--- src/rtl/trit_pack_stream.sv ---
// Streaming trit-to-byte packer: five trits per byte (t0 least significant, base 3), the last
// group of each frame is zero-padded, and any accepted illegal trit code raises a sticky flag.
module trit_pack_stream #(
   parameter int N_TRITS = 700,
   parameter int CNT_W   = 10
) (
   input  logic       clk,
   input  logic       rst,
   input  logic       in_valid,
   output logic       in_ready,
   input  logic [1:0] in_trit,
   output logic       out_valid,
   input  logic       out_ready,
   output logic [7:0] out_byte,
   output logic       out_last,
   output logic       err
);

   localparam logic [CNT_W-1:0] LAST_IDX = CNT_W'(N_TRITS - 1);

   logic [2:0]       pos_reg, pos_next;
   logic [7:0]       pow_reg, pow_next;
   logic [7:0]       acc_reg, acc_next;
   logic [CNT_W-1:0] trit_cnt_reg, trit_cnt_next;
   logic             out_valid_reg, out_valid_next;
   logic [7:0]       out_byte_reg, out_byte_next;
   logic             out_last_reg, out_last_next;
   logic             err_reg, err_next;

   logic             accept;
   logic             illegal;
   logic [1:0]       trit_val;
   logic             frame_end;
   logic             closing;
   logic [7:0]       part [2];
   logic [7:0]       sum;

   // Register-only output buffer: accept only when the slot is empty or being drained now.
   assign in_ready  = ~rst & (~out_valid_reg | out_ready);
   assign accept    = in_valid & in_ready;
   assign illegal   = (in_trit == 2'b11);
   assign trit_val  = illegal ? 2'b00 : in_trit;
   assign frame_end = (trit_cnt_reg == LAST_IDX);
   assign closing   = (pos_reg == 3'd4) | frame_end;

   // v*pow as two shifted partial products (v is at most 2).
   genvar gi;
   generate
      for (gi = 0; gi < 2; gi++) begin : g_part
         assign part[gi] = trit_val[gi] ? (pow_reg << gi) : 8'd0;
      end
   endgenerate

   assign sum = acc_reg + part[0] + part[1];

   always_comb begin
      pos_next       = pos_reg;
      pow_next       = pow_reg;
      acc_next       = acc_reg;
      trit_cnt_next  = trit_cnt_reg;
      out_valid_next = out_valid_reg;
      out_byte_next  = out_byte_reg;
      out_last_next  = out_last_reg;
      err_next       = err_reg;

      if (out_valid_reg && out_ready) begin
         out_valid_next = 1'b0;
      end

      if (accept) begin
         if (illegal) begin
            err_next = 1'b1;
         end
         trit_cnt_next = frame_end ? '0 : trit_cnt_reg + 1'b1;
         if (closing) begin
            out_valid_next = 1'b1;
            out_byte_next  = sum;
            out_last_next  = frame_end;
            acc_next       = 8'd0;
            pow_next       = 8'd1;
            pos_next       = 3'd0;
         end else begin
            acc_next = sum;
            pow_next = (pow_reg << 1) + pow_reg;
            pos_next = pos_reg + 3'd1;
         end
      end
   end

   always_ff @(posedge clk) begin
      if (rst) begin
         pos_reg       <= 3'd0;
         pow_reg       <= 8'd1;
         acc_reg       <= 8'd0;
         trit_cnt_reg  <= '0;
         out_valid_reg <= 1'b0;
         out_byte_reg  <= 8'd0;
         out_last_reg  <= 1'b0;
         err_reg       <= 1'b0;
      end else begin
         pos_reg       <= pos_next;
         pow_reg       <= pow_next;
         acc_reg       <= acc_next;
         trit_cnt_reg  <= trit_cnt_next;
         out_valid_reg <= out_valid_next;
         out_byte_reg  <= out_byte_next;
         out_last_reg  <= out_last_next;
         err_reg       <= err_next;
      end
   end

   assign out_valid = out_valid_reg;
   assign out_byte  = out_byte_reg;
   assign out_last  = out_last_reg;
   assign err       = err_reg;

endmodule

--- config.mk ---
export PLATFORM = sky130hd
export DESIGN_NAME = trit_pack_stream
export DESIGN_NICKNAME = d
export VERILOG_FILES = /design/src/rtl/trit_pack_stream.sv
export SDC_FILE = /design/constraint.sdc
export NUM_CORES = 1
export LEC_CHECK = 0
export CAP_MARGIN = 20
export CORE_UTILIZATION = 39
export DETAILED_ROUTE_END_ITERATION = 8
export PLACE_DENSITY = 0.66
export SLEW_MARGIN = 20
export SYNTH_ARGS = -nofsm -noshare
export SYNTH_HDL_FRONTEND = slang
export SYNTH_SLANG_ARGS = --single-unit
--- constraint.sdc ---
create_clock -name clk -period 3.6 [get_ports clk]
set_input_delay 0.72 -clock clk [delete_from_list [all_inputs] [get_ports clk]]
set_output_delay 0.72 -clock clk [all_outputs]
set_load 0.005 [all_outputs]
==> metrics.yaml, run 1 <==
sta:
  max_freq_mhz: 297
  worst_pin_slew_ns: 0.535
  hold_violations: 0
  fin_crit_sh_pct: 93.5
  finalSetupViolCount: 0
  rsz0062_at_grt: "false"
  final_max_slew_viol_count: 0
  finalCriticalPeriod_ns: 3.37
  clock-skew-final_ns: 0.00665
  fin_ws_ns: 0.235
  max_slew_margin_pct: 64.3
clock_network:
  post_cts_buffers: 0
  cts.sinks: 40
  cts_resized: 0
  cts_tree: "yes"
  h-tree-depth: 2
  clock_latency_ns: 0.29
  clockBufferDepth: 2
  ctsHoldBuffers: 0
  cts_buffers: 5
  cts_root_buf: "clkbuf_8"
  path_clk_slew_ns: 0.07
detailed_routing:
  wl_met2_um: 2170
  drt-initial-drc-count: 74
  wl_um: 4750
  dr_wl_met3_um: 104
  dr_total_vias: 1793
  ant_nets: 0
  first_pass_iters: 4
  drc_errors: 0
  viasPerCell: 5.24
  wl_per_cell_um: 13.9
  highest_layer: "met4"
  wl_met1_um: 2400
final_layout:
  antenna_cells: 0
  seq_area_sq_um: 801
  multi_input_area_sq_mm: 0.00148
  syn2layout_area_growth_pct: 13.5
  largest_reg_flops: 10
  layout-drive-gt1-share_pct: 12.0
  fillers: 563
  nets: 299
critical_path:
  cp-start-kind: "input pin"
  critical_path.cell_chain: "clkdlybuf4s50_1 > nor2b_1 > buf_4 > nand2_1 > fa_1 > inv_1 > ha_1 > inv_1 > fa_1 > nor2b_1 > o31a_1 > o22ai_1 > xnor2_1 > a21oi_1"
  worst-setup-path-type: "in -> reg"
  critical_path_required_ns: 3.75
  slowest_stage: "clkdlybuf4s50_1"
  arrival_ns: 3.51
  worst-path-max-fanout: 8
  slowest_delay_ns: 0.50
  worst_setup_path_end_kind: "register"
floorplanning:
  start_util_pct: 40.3
  dieArea_sq_mm: 0.00644
  core-area_sq_mm: 0.00592
  rows: 28
  die_w_um: 80.2
  pin_count: 18
  die_h_um: 80.2
logic_synthesis:
  synth.top_cell.area_share_pct: 33.5
  syn_inst: 247
  synth_warnings: 0
  syn_area_sq_mm: 0.00239
  ys.flop_type: "dfxtp_1"
  synth_area_leaders: "dfxtp_1 (34%), ha_1 (8.4%), fa_1 (6.7%)"
  yosysUniqueCellTypes: 50
  synthesis.nets: 277
  synth_seq_cells: 40
  synth.avg_cell_area_sq_um: 9.67
  synth_edf_count: 0
  ys_seq_area_share_pct: 33.5
  synth_largest_area_cell: "dfxtp_1"
  ys_async_sr_fraction_pct: 0
power:
  total_power_uw: 801
  p_leak_uw: 0.00111
  ir_worst_vdd_mv: 0.165
  power.density_mw_per_mm2: 296
placement:
  port_buffers: 17
  pre_cts_ws_ns: -0.0330
  gp_congestion: 0.817
  place_hpwl_um: 3490
global_routing:
  grt_pass1_wl_um: 8130
  grt_pass1_vias: 1729
  grt_overflow_total: 0
  grt_max_degree: 22
  grt_usage_pct: 16.4
  antenna_found_initial: 0
hold_path:
  holdCritPathClass: "reg -> reg"
flow_run:
  cap_violations: 0
outcome:
  status: "finished, final reports clean"
[path summary, 6_finish.rpt]
| path | from | end | slack (ns) | cells past startpoint |
|---|---|---|---|---|
| min | out_last | out_last | 0.47 | 2 |
| max reg2reg | pow_reg[1] | out_byte[7] | 0.93 | 11 |
| min reg2reg | out_last | out_last | 0.47 | 2 |
| max | in_trit[0] | out_byte[7] | 0.23 | 14 |
[routing by layer]
metal  vias up  GRT usage (%)
li1        907              -
met4         0           5.89
met2        23           26.0
met3         8           2.84
met1       855           22.1
met5         -              0
[Yosys cell counts, drive strengths merged, types with 7 or more instances]
cell type / count
xnor2: 10
xor2: 9
fa: 8
inv: 11
mux2i: 7
ha: 16
nand2: 7
dfxtp: 40
and2: 12
nor2: 35
nand3: 7
a22oi: 13
a21oi: 8
[worst max-delay path: cells and delay by family]
kind	cells	cell delay, ns
buffers and inverters	4	0.78
AO/OA/AOI/OAI	3	0.38
adder cells (fa/ha/maj)	3	1.02
XOR/XNOR	1	0.22
AND/OR/NAND/NOR	3	0.37
[cell families (layout without fill, tap and decap cells)]
group	after synthesis	after routing	share of synthesized area (%)
simple gates	92	92	21.6
fa+ha+maj	24	24	15.1
compound gates	45	45	15.5
xor+xnor	19	19	6.97
buf+inv	20	40	4.40
flops	40	40	33.5
mux	7	7	2.94
[power breakdown]
group	switching (uW)	internal, uW	total [uW]
registers	7.88	450	458
clock network	140	125	264
logic	44.8	34.6	79.3
[final cells by class]
cell class / instances / area share [%]
Clock buffer: 5 / 2.54
Inverter: 11 / 1.52
Multi-Input combinational cell: 187 / 54.7
Sequential cell: 40 / 29.6
Tap cell: 75 / 3.46
Timing Repair Buffer: 24 / 8.22
[cells in the final DEF (no fill, tap or decap), types with 4 or more instances in the layout]
master	count
dfxtp_1	40
nor2_1	35
clkdlybuf4s50_1	17
ha_1	16
and2_1	12
inv_1	11
xnor2_1	10
xor2_1	9
a22oi_2	8
fa_1	8
nand3_1	7
a21oi_1	7
mux2i_1	7
buf_4	7
nand2_1	6
o21ai_0	6
a22oi_1	5
clkbuf_8	5
nor2b_1	4
nor3b_1	4
[through the flow]
step / hold WS, ns / setup TNS [ns] / util [%] / std cells / area [sq um]
after floorplan: 0.461 / 0 / - / 247 / 2390
after global placement: 0.455 / -0.115 / 44.6 / 337 / 2640
after detailed placement: 0.459 / -0.0929 / 44.6 / 337 / 2640
after CTS: 0.475 / 0 / 45.8 / 342 / 2710
after global routing: 0.493 / 0 / 45.8 / 342 / 2710
final: 0.474 / 0 / 45.8 / 342 / 2710
Note: power is estimated with default switching activity, not from simulation.
==> run 2: changes to the inputs <==
--- a/config.mk
+++ b/config.mk
@@ -6,9 +6,10 @@
 export NUM_CORES = 1
 export LEC_CHECK = 0
 export CAP_MARGIN = 20
+export CORE_ASPECT_RATIO = 0.75
 export CORE_UTILIZATION = 39
 export DETAILED_ROUTE_END_ITERATION = 8
-export PLACE_DENSITY = 0.66
+export PLACE_DENSITY_LB_ADDON = 0.15
 export SLEW_MARGIN = 20
 export SYNTH_ARGS = -nofsm -noshare
 export SYNTH_HDL_FRONTEND = slang
==> run 2 against run 1 <==
  * Setup slack worse by 0.015 ns
  * Register-to-register slack better by 0.04 ns
  * Clock-buffer cell count up 2
  * Largest cell class unchanged
  * Sequential power about the same
  * Die area about the same
  * Critical path depth down 1
  * Non-clock buffer count up 1
  * Design area up 1.3%
  * Hold slack better by 0.0024 ns
==> metrics.yaml, run 2 (synthesis gave the netlist of run 1 again) <==
sta:
  clock-skew-final_ns: 0.00620  # was 0.00665 ns
  rsz0062_at_grt: "false"  # unchanged
  max_slew_margin_pct: 59.4  # was 64.3%
  finalCriticalPeriod_ns: 3.38  # was 3.37 ns
  fin_crit_sh_pct: 93.9  # was 93.5%
  final_max_slew_viol_count: 0  # unchanged
  finalSetupViolCount: 0  # unchanged
  hold_slack_ns: 0.476  # was 0.474 ns
  hold_violations: 0  # unchanged
  tns_ns: 0  # unchanged
  worst_pin_slew_ns: 0.607  # was 0.535 ns
  max_freq_mhz: 296  # was 297 MHz
clock_network:
  clock_latency_ns: 0.29  # about the same
  clockBufferDepth: 2  # unchanged
  path_clk_slew_ns: 0.08  # was 0.07 ns
  ctsHoldBuffers: 0  # unchanged
  cts_root_buf: "clkbuf_8"  # unchanged
  post_cts_buffers: 0  # unchanged
  h-tree-depth: 2  # unchanged
  cts_tree: "yes"  # unchanged
  cts_buffers: 5  # unchanged
  cts_resized: 0  # unchanged
  cts.sinks: 40  # unchanged
global_routing:
  grt_overflow_total: 0  # unchanged
  grt_pass1_wl_um: 8500  # was 8130 um
  grt_usage_pct: 17.2  # was 16.4%
  antenna_found_initial: 0  # unchanged
  grt_pass1_vias: 1676  # was 1729
  grt_max_degree: 29  # was 22
critical_path:
  r2r_start: "pow_reg[1]"  # unchanged
  critical_path_required_ns: 3.78  # was 3.75 ns
  worst_setup_path_end_kind: "register"  # unchanged
  r2r_cells: 10  # was 11
  reg2reg_to: "acc_reg[6]"  # was out_byte[7]
  worst-path-max-fanout: 7  # was 8
  arrival_ns: 3.56  # was 3.51 ns
  r2r_setup_slack_ns: 0.97  # was 0.93 ns
  worst-setup-path-type: "in -> reg"  # unchanged
  cp-start-kind: "input pin"  # unchanged
floorplanning:
  die_w_um: 92.3  # was 80.2 um
  rows: 24  # was 28
  die_h_um: 69.8  # was 80.2 um
  pin_count: 18  # unchanged
  dieArea_sq_mm: 0.00644  # about the same
  core-area_sq_mm: 0.00586  # was 0.00592 sq mm
  start_util_pct: 40.8  # was 40.3%
hold_path:
  holdCritPathClass: "reg -> reg"  # unchanged
  min_to: "out_last"  # unchanged
  hold_path_startpoint: "out_last"  # unchanged
  hold_path_depth: 2  # unchanged
final_layout:
  final_common_cell: "dfxtp_1"  # unchanged
  nets: 300  # was 299
  layout-drive-gt1-share_pct: 12.9  # was 12.0%
  largest_reg_flops: 10  # unchanged
  antenna_cells: 0  # unchanged
  design_area_sq_mm: 0.00275  # was 0.00271 sq mm
  final_core_util_pct: 46.9  # was 45.8%
  final_cell_mix: "dfxtp_1 (40), nor2_1 (35), clkdlybuf4s50_1 (17), ha_1 (16), and2_1 (12)"  # unchanged
  syn2layout_area_growth_pct: 15.0  # was 13.5%
power:
  total_power_uw: 850  # was 801 uW
  p_leak_uw: 0.00113  # was 0.00111 uW
  ir_worst_vdd_mv: 0.180  # was 0.165 mV
  power.density_mw_per_mm2: 310  # was 296 mW/mm^2
flow_run:
  cap_violations: 0  # unchanged
detailed_routing:
  drc_errors: 0  # unchanged
  dr_total_vias: 1782  # was 1793
  first_pass_iters: 4  # unchanged
  ant_nets: 0  # unchanged
  wl_per_cell_um: 14.3  # was 13.9 um
  drt-initial-drc-count: 69  # was 74
  wl_um: 4980  # was 4750 um
  viasPerCell: 5.11  # was 5.24
placement:
  gp_congestion: 0.808  # was 0.817
  postPlaceCellArea_sq_mm: 0.00265  # was 0.00264 sq mm
  place_hpwl_um: 3690  # was 3490 um
  port_buffers: 17  # unchanged
outcome:
  status: "finished, final reports clean"  # unchanged
## run 2: changes by cell type in the layout (fill, tap and decap cells not counted), sizes merged
cell	previous run	this run
clkbuf	5	7
buf	7	8
clkinvlp	0	1
## run 2: power breakdown
group | leakage [uW] | internal, uW | switching [uW]
sequential | 0.000323 | 449 | 7.76
combinational | 0.000762 | 35.0 | 45.3
clock | 0.0000445 | 156 | 157
## run 2: critical path, cell delays in order
cell             delay [ns]
clkdlybuf4s50_1        0.50
nor2b_1                0.14
buf_4                  0.14
nand2_1                0.08
fa_1                   0.52
inv_1                  0.05
ha_1                   0.20
buf_4                  0.14
a211oi_1               0.30
nor3_1                 0.10
or3b_2                 0.48
a22oi_2                0.15
nor2_1                 0.05
## run 2: cell type report
cell class | count | area [sq um]
clock inverters | 1 | 7.51
fillers | 588 | 3110
clock buffers | 7 | 86.3
well taps | 78 | 97.6
flip-flops and latches | 40 | 801
inverters | 11 | 41.3
repair buffers | 25 | 230
multi-input cells | 187 | 1480
## run 2: per-stage QoR
| stage | worst slack (ns) | cells |
|---|---|---|
| floorplan | 0.597 | 247 |
| global placement | -0.0448 | 341 |
| detailed placement | -0.0884 | 341 |
| CTS | 0.215 | 349 |
| global route | 0.0690 | 349 |
| finish | 0.220 | 349 |
## run 2: how the worst max path moves through the flow
stage                     slack, ns           to       start
after floorplan                0.60   acc_reg[6]  in_trit[0]
after global placement        -0.04   acc_reg[6]  in_trit[1]
after detailed placement      -0.09   acc_reg[6]  in_trit[1]
after CTS                      0.22   acc_reg[6]  in_trit[1]
after global routing           0.07  out_byte[6]  in_trit[0]
final                          0.22   acc_reg[6]  in_trit[1]
## run 2: routing by layer
metal | wire, um | part of all wire [%] | global-route usage, %
met1 | 2800 | 56 | 26.7
met2 | 2010 | 40 | 23.5
met3 | 129 | 2.6 | 3.62
met4 | 49 | 0.98 | 5.21
met5 | 0 | 0 | 0
==> RTL edit 1, RTL diff (settings of run 2) <==
Change the parameter `CNT_W` from 10 to 5.
--- a/src/rtl/trit_pack_stream.sv
+++ b/src/rtl/trit_pack_stream.sv
@@ -2,7 +2,7 @@
 // group of each frame is zero-padded, and any accepted illegal trit code raises a sticky flag.
 module trit_pack_stream #(
    parameter int N_TRITS = 700,
-   parameter int CNT_W   = 10
+   parameter int CNT_W   = 5
 ) (
    input  logic       clk,
    input  logic       rst,
Formal check against the unedited RTL: no difference found for any inputs over 10 cycles, from zero or initial values and one cycle with rst high; that may be too few to reach the edited logic, so the function may still have changed.
==> RTL edit 1 against run 2 <==
- sequential share of layout area rose by 0.072 points
- power fell by 7.2%
- die area fell by 13%
- count of clock-buffer cells in the layout rose by 1
- synthesized area fell by 13%
- setup slack improved by 0.16 ns
- routed wire length fell by 16%
- register-to-register slack improved by 0.11 ns
- sequential cell count fell by 5
- worst hold slack got worse by 0.020 ns
- cell area fell by 13%
- critical endpoint is now acc_reg[7]$_SDFFE_PP0P_
- largest cell class unchanged
==> RTL edit 1: results (changes against run 2) <==
<table>
<tr><th>Metric</th><th>Value</th></tr>
<tr><th colspan="2">Run status</th></tr>
<tr><td>Result of the run</td><td>completed (unchanged)</td></tr>
<tr><th colspan="2">Placement</th></tr>
<tr><td>Final HPWL from detailed placement</td><td>3150 um (was 3690 um)</td></tr>
<tr><td>Final Wtd Congestion</td><td>0.785 (was 0.808)</td></tr>
<tr><td>DP Cell Count</td><td>314 (was 341)</td></tr>
<tr><th colspan="2">Synth</th></tr>
<tr><td>Avg Synthesized Cell Area</td><td>8.96 um^2 (was 9.67 um^2)</td></tr>
<tr><td>Synth cell count leaders</td><td>sky130_fd_sc_hd__dfxtp_1, sky130_fd_sc_hd__nand2_1, sky130_fd_sc_hd__nor2_1, sky130_fd_sc_hd__ha_1, sky130_fd_sc_hd__inv_1 (was sky130_fd_sc_hd__dfxtp_1, sky130_fd_sc_hd__nor2_1, sky130_fd_sc_hd__ha_1, sky130_fd_sc_hd__and2_1, sky130_fd_sc_hd__inv_1)</td></tr>
<tr><td>Fraction of the yosys area taken by sequential cells</td><td>33.7% (was 33.5%)</td></tr>
<tr><td>Main area contributors after synthesis</td><td>sky130_fd_sc_hd__dfxtp_1, sky130_fd_sc_hd__ha_1, sky130_fd_sc_hd__fa_1 (unchanged)</td></tr>
<tr><th colspan="2">Critical path</th></tr>
<tr><td>Maximum single-stage delay on the critical path</td><td>0.45 ns (was 0.52 ns)</td></tr>
<tr><td>Delay-heaviest family, CP</td><td>adder cells (was simple AND/OR/NAND/NOR gates)</td></tr>
<tr><td>Cell count of the worst reg-to-reg path</td><td>11 (was 10)</td></tr>
<tr><td>Worst setup slack for register-to-register paths</td><td>1.08 ns (was 0.97 ns)</td></tr>
<tr><td>Crit path DAT</td><td>3.43 ns (was 3.56 ns)</td></tr>
<tr><th colspan="2">Global route</th></tr>
<tr><td>Wire length of the first global-routing pass</td><td>7440 um (was 8500 um)</td></tr>
<tr><th colspan="2">Pwr</th></tr>
<tr><td>Leak</td><td>0.999 nW (was 1.13 nW)</td></tr>
<tr><td>Worst ir drop on vdd</td><td>0.141 mV (was 0.180 mV)</td></tr>
<tr><th colspan="2">Route</th></tr>
<tr><td>Final Routed Wirelength</td><td>4200 um (was 4980 um)</td></tr>
<tr><td>Number of DRC markers after the initial detailed-route iteration</td><td>73 (was 69)</td></tr>
<tr><th colspan="2">Layout</th></tr>
<tr><td>Number of filler cells placed in the layout</td><td>516 (was 588)</td></tr>
<tr><th colspan="2">Worst hold path</th></tr>
<tr><td>Hold path startpoint</td><td>out_byte[3]$_SDFFE_PP0P_ (was out_last$_SDFFE_PP0P_)</td></tr>
</table>
## RTL edit 1: changes by cell type in the layout (fill, tap and decap cells not counted), moves of 5 or more
cell and delta:
sky130_fd_sc_hd__a22oi_1 +5, sky130_fd_sc_hd__a22oi_2 -8, sky130_fd_sc_hd__buf_4 -6, sky130_fd_sc_hd__dfxtp_1 -5, sky130_fd_sc_hd__mux2i_1 -6, sky130_fd_sc_hd__nand2_1 +14, sky130_fd_sc_hd__nor2_1 -18, sky130_fd_sc_hd__o21ai_0 +5
## RTL edit 1: power breakdown
part / total [mW] / switching, mW / internal, mW
sequential: 0.402 / 0.00774 / 0.394
combinational: 0.0707 / 0.0404 / 0.0302
clock: 0.316 / 0.142 / 0.175
total: 0.789 / 0.190 / 0.599
## RTL edit 1: layer usage
layer	wire length, um	vias up	part of all wire (%)	track usage (%)
met1	2310	741	55	24.4
met3	134	8	3.2	4.27
met2	1690	28	40	25.5
li1	-	851	-	-
met5	0	-	0	0
met4	69	0	1.6	6.25
## RTL edit 1: area by class of cell
cell class	instances	share of cell area, %
Tap cell	72	3.76
Multi-Input combinational cell	175	53.1
Clock buffer	8	4.18
Inverter	13	2.04
Timing Repair Buffer	19	7.73
Sequential cell	35	29.2
## RTL edit 1: per-stage QoR
step           worst slack, ns  utilization, %  instance area [um^2]  power [mW]  hold WS (ns)
2_1_floorplan            0.700               -                  2080       0.460         0.450
3_3_place_gp             0.122            45.8                  2300       0.481         0.445
3_5_place_dp            0.0402            45.8                  2300       0.482         0.454
4_1_cts                  0.356            47.8                  2400       0.797         0.464
5_1_grt                 0.0755            47.8                  2400       0.826         0.495
6_report                 0.375            47.8                  2400       0.789         0.457
## RTL edit 1: logic make-up (layout without fill, tap and decap cells)
group           Yosys count  in the layout  share of synthesized area [%]
mux                       1              1                          0.481
xor+xnor                 12             12                           5.05
flops                    35             35                           33.7
buf+inv                  22             40                           5.17
compound gates           55             55                           17.6
fa+ha+maj                24             24                           17.3
simple gates             83             83                           20.6
## RTL edit 1: how the worst max path moves through the flow
stage / end / startpoint / slack, ns / cells past startpoint
2_1_floorplan: acc_reg[7]$_SDFFE_PP0P_ / in_trit[0] / 0.70 / 12
3_3_place_gp: out_byte[7]$_SDFFE_PP0P_ / in_trit[0] / 0.12 / 13
3_5_place_dp: acc_reg[7]$_SDFFE_PP0P_ / in_trit[0] / 0.04 / 13
4_1_cts: out_byte[7]$_SDFFE_PP0P_ / in_trit[0] / 0.36 / 13
5_1_grt: acc_reg[7]$_SDFFE_PP0P_ / in_trit[0] / 0.08 / 13
6_report: acc_reg[7]$_SDFFE_PP0P_ / in_trit[0] / 0.38 / 13
==> RTL edit 2, RTL diff (flow settings as in run 2) <==
Made on the original files. Compare `trit_cnt_reg` against `LAST_IDX` with >= in place of ==.
--- a/src/rtl/trit_pack_stream.sv
+++ b/src/rtl/trit_pack_stream.sv
@@ -40,7 +40,7 @@
    assign accept    = in_valid & in_ready;
    assign illegal   = (in_trit == 2'b11);
    assign trit_val  = illegal ? 2'b00 : in_trit;
-   assign frame_end = (trit_cnt_reg == LAST_IDX);
+   assign frame_end = (trit_cnt_reg >= LAST_IDX);
    assign closing   = (pos_reg == 3'd4) | frame_end;
 
    // v*pow as two shifted partial products (v is at most 2).
Formal check against the unedited RTL: same outputs for any inputs over 10 cycles, from zero or initial values and one cycle with rst high; that may be too few to reach the edited logic, so the function may still have changed.
==> RTL edit 2 against run 2 <==
- non-clock buffer count is 3 lower
- sequential power is essentially flat
- combinational power is 7.7% lower
- critical path depth unchanged
- routed wire length is 0.68% lower
- clock skew is 0.010 ns higher
- synthesized area fell by 1.0%
- sequential cell count unchanged
- power up 7.3%
- setup slack improved by 0.050 ns
- cell area about the same
- highest routed layer unchanged
==> RTL edit 2: results (changes against run 2) <==
<table>
<tr><th>Metric</th><th>Value</th></tr>
<tr><th colspan="2">Global route</th></tr>
<tr><td>Wire length of the first global-routing pass</td><td>8650 um (was 8500 um)</td></tr>
<tr><td>Via count of the first global-routing pass</td><td>1754 (was 1676)</td></tr>
<tr><td>GRT Total Usage</td><td>17.3% (was 17.2%)</td></tr>
<tr><td>Pin count of the biggest net entering global routing</td><td>28 (was 29)</td></tr>
<tr><th colspan="2">Placement</th></tr>
<tr><td>DP Cell Count</td><td>360 (was 341)</td></tr>
<tr><td>Final HPWL from detailed placement</td><td>3620 um (was 3690 um)</td></tr>
<tr><td>Final Wtd Congestion</td><td>0.814 (was 0.808)</td></tr>
<tr><th colspan="2">Critical path</th></tr>
<tr><td>Cell count of the worst reg-to-reg path</td><td>11 (was 10)</td></tr>
<tr><td>Worst setup slack for register-to-register paths</td><td>1.02 ns (was 0.97 ns)</td></tr>
<tr><td>Maximum single-stage delay on the critical path</td><td>0.50 ns (was 0.52 ns)</td></tr>
<tr><td>Last element of the critical path</td><td>acc_reg[5]$_SDFFE_PP0P_ (was acc_reg[6]$_SDFFE_PP0P_)</td></tr>
<tr><td>Crit path DAT</td><td>3.51 ns (was 3.56 ns)</td></tr>
<tr><th colspan="2">Synth</th></tr>
<tr><td>Fraction of the yosys area taken by sequential cells</td><td>33.9% (was 33.5%)</td></tr>
<tr><td>Synth cell count leaders</td><td>sky130_fd_sc_hd__dfxtp_1, sky130_fd_sc_hd__nor2_1, sky130_fd_sc_hd__inv_1, sky130_fd_sc_hd__ha_1, sky130_fd_sc_hd__nand2_1 (was sky130_fd_sc_hd__dfxtp_1, sky130_fd_sc_hd__nor2_1, sky130_fd_sc_hd__ha_1, sky130_fd_sc_hd__and2_1, sky130_fd_sc_hd__inv_1)</td></tr>
<tr><td>Cell variety after synth</td><td>45 (was 50)</td></tr>
<tr><th colspan="2">Timing</th></tr>
<tr><td>Slew Limit Headroom</td><td>53.3% (was 59.4%)</td></tr>
<tr><td>Clock Skews</td><td>0.0166 ns (was 0.00620 ns)</td></tr>
<tr><td>Final worst setup slack</td><td>0.271 ns (was 0.220 ns)</td></tr>
<tr><th colspan="2">Route</th></tr>
<tr><td>Final Routed Wirelength</td><td>4950 um (was 4980 um)</td></tr>
<tr><td>Number of vias per cell after detailed routing</td><td>5.01 (was 5.11)</td></tr>
<tr><td>Number of DRC markers after the initial detailed-route iteration</td><td>97 (was 69)</td></tr>
<tr><th colspan="2">Run status</th></tr>
<tr><td>Result of the run</td><td>completed (unchanged)</td></tr>
<tr><th colspan="2">Layout</th></tr>
<tr><td>Count of nets after finishing</td><td>319 (was 300)</td></tr>
<tr><td>Share of post-route cells with drive strength above 1</td><td>7.24% (was 12.9%)</td></tr>
<tr><th colspan="2">Pwr</th></tr>
<tr><td>Worst ir drop on vdd</td><td>0.159 mV (was 0.180 mV)</td></tr>
</table>
==> RTL edit 2: tightest hold or removal path, cell delays in order (launching register included) <==
cell and delay [ns]:
sky130_fd_sc_hd__dfxtp_1 0.31, sky130_fd_sc_hd__nand2b_1 0.06, sky130_fd_sc_hd__a21oi_1 0.06
==> RTL edit 2: through the flow <==
step	util [%]	hold slack [ns]
after floorplan	-	0.460
after global placement	45.1	0.460
after detailed placement	45.1	0.463
after CTS	47.1	0.477
after global routing	47.1	0.491
final	47.1	0.473
==> RTL edit 2: how the worst min path moves through the flow <==
stage,start,end,cells after the start
CTS,out_byte[6]$_SDFFE_PP0P_,out_byte[6]$_SDFFE_PP0P_,2
global route,out_byte[6]$_SDFFE_PP0P_,out_byte[6]$_SDFFE_PP0P_,2
floorplan,pow_reg[0]$_SDFFE_PP1P_,pow_reg[0]$_SDFFE_PP1P_,1
detailed placement,out_last$_SDFFE_PP0P_,out_last$_SDFFE_PP0P_,2
finish,out_byte[6]$_SDFFE_PP0P_,out_byte[6]$_SDFFE_PP0P_,2
global placement,out_last$_SDFFE_PP0P_,out_last$_SDFFE_PP0P_,2
==> RTL edit 2: per-layer routing <==
layer / vias up / routed length [um] / global-route usage, %
met3: 6 / 109 / 3.95
met5: - / 0 / 0
met4: 0 / 45 / 4.17
met2: 18 / 1960 / 24.6
met1: 852 / 2840 / 26.1
li1: 966 / - / -
==> RTL edit 2: layout make-up <==
| class | instances | area, um^2 |
|---|---|---|
| fill | 580 | 3080 |
| multi-input combinational | 198 | 1440 |
| sequential | 40 | 801 |
| timing repair buffer | 22 | 208 |
| tap | 78 | 97.6 |
| inverter | 22 | 82.6 |
| clock buffer | 5 | 68.8 |
| clock inverter | 3 | 47.5 |
==> RTL edit 2: power by group <==
group	internal, mW	total (mW)	switching [mW]
combinational	0.0302	0.0741	0.0438
sequential	0.449	0.457	0.00786
clock	0.209	0.381	0.172
total	0.688	0.912	0.224
==> RTL edit 2: logic make-up after synthesis <==
group | after synthesis | synth area share (%)
flip-flops | 40 | 33.9
multiplexers | 8 | 3.39
buffers and inverters | 30 | 5.29
XOR/XNOR | 16 | 5.93
AND/OR/NAND/NOR | 98 | 20.2
AO/OA/AOI/OAI | 52 | 16.0
adder cells (fa/ha/maj) | 24 | 15.2
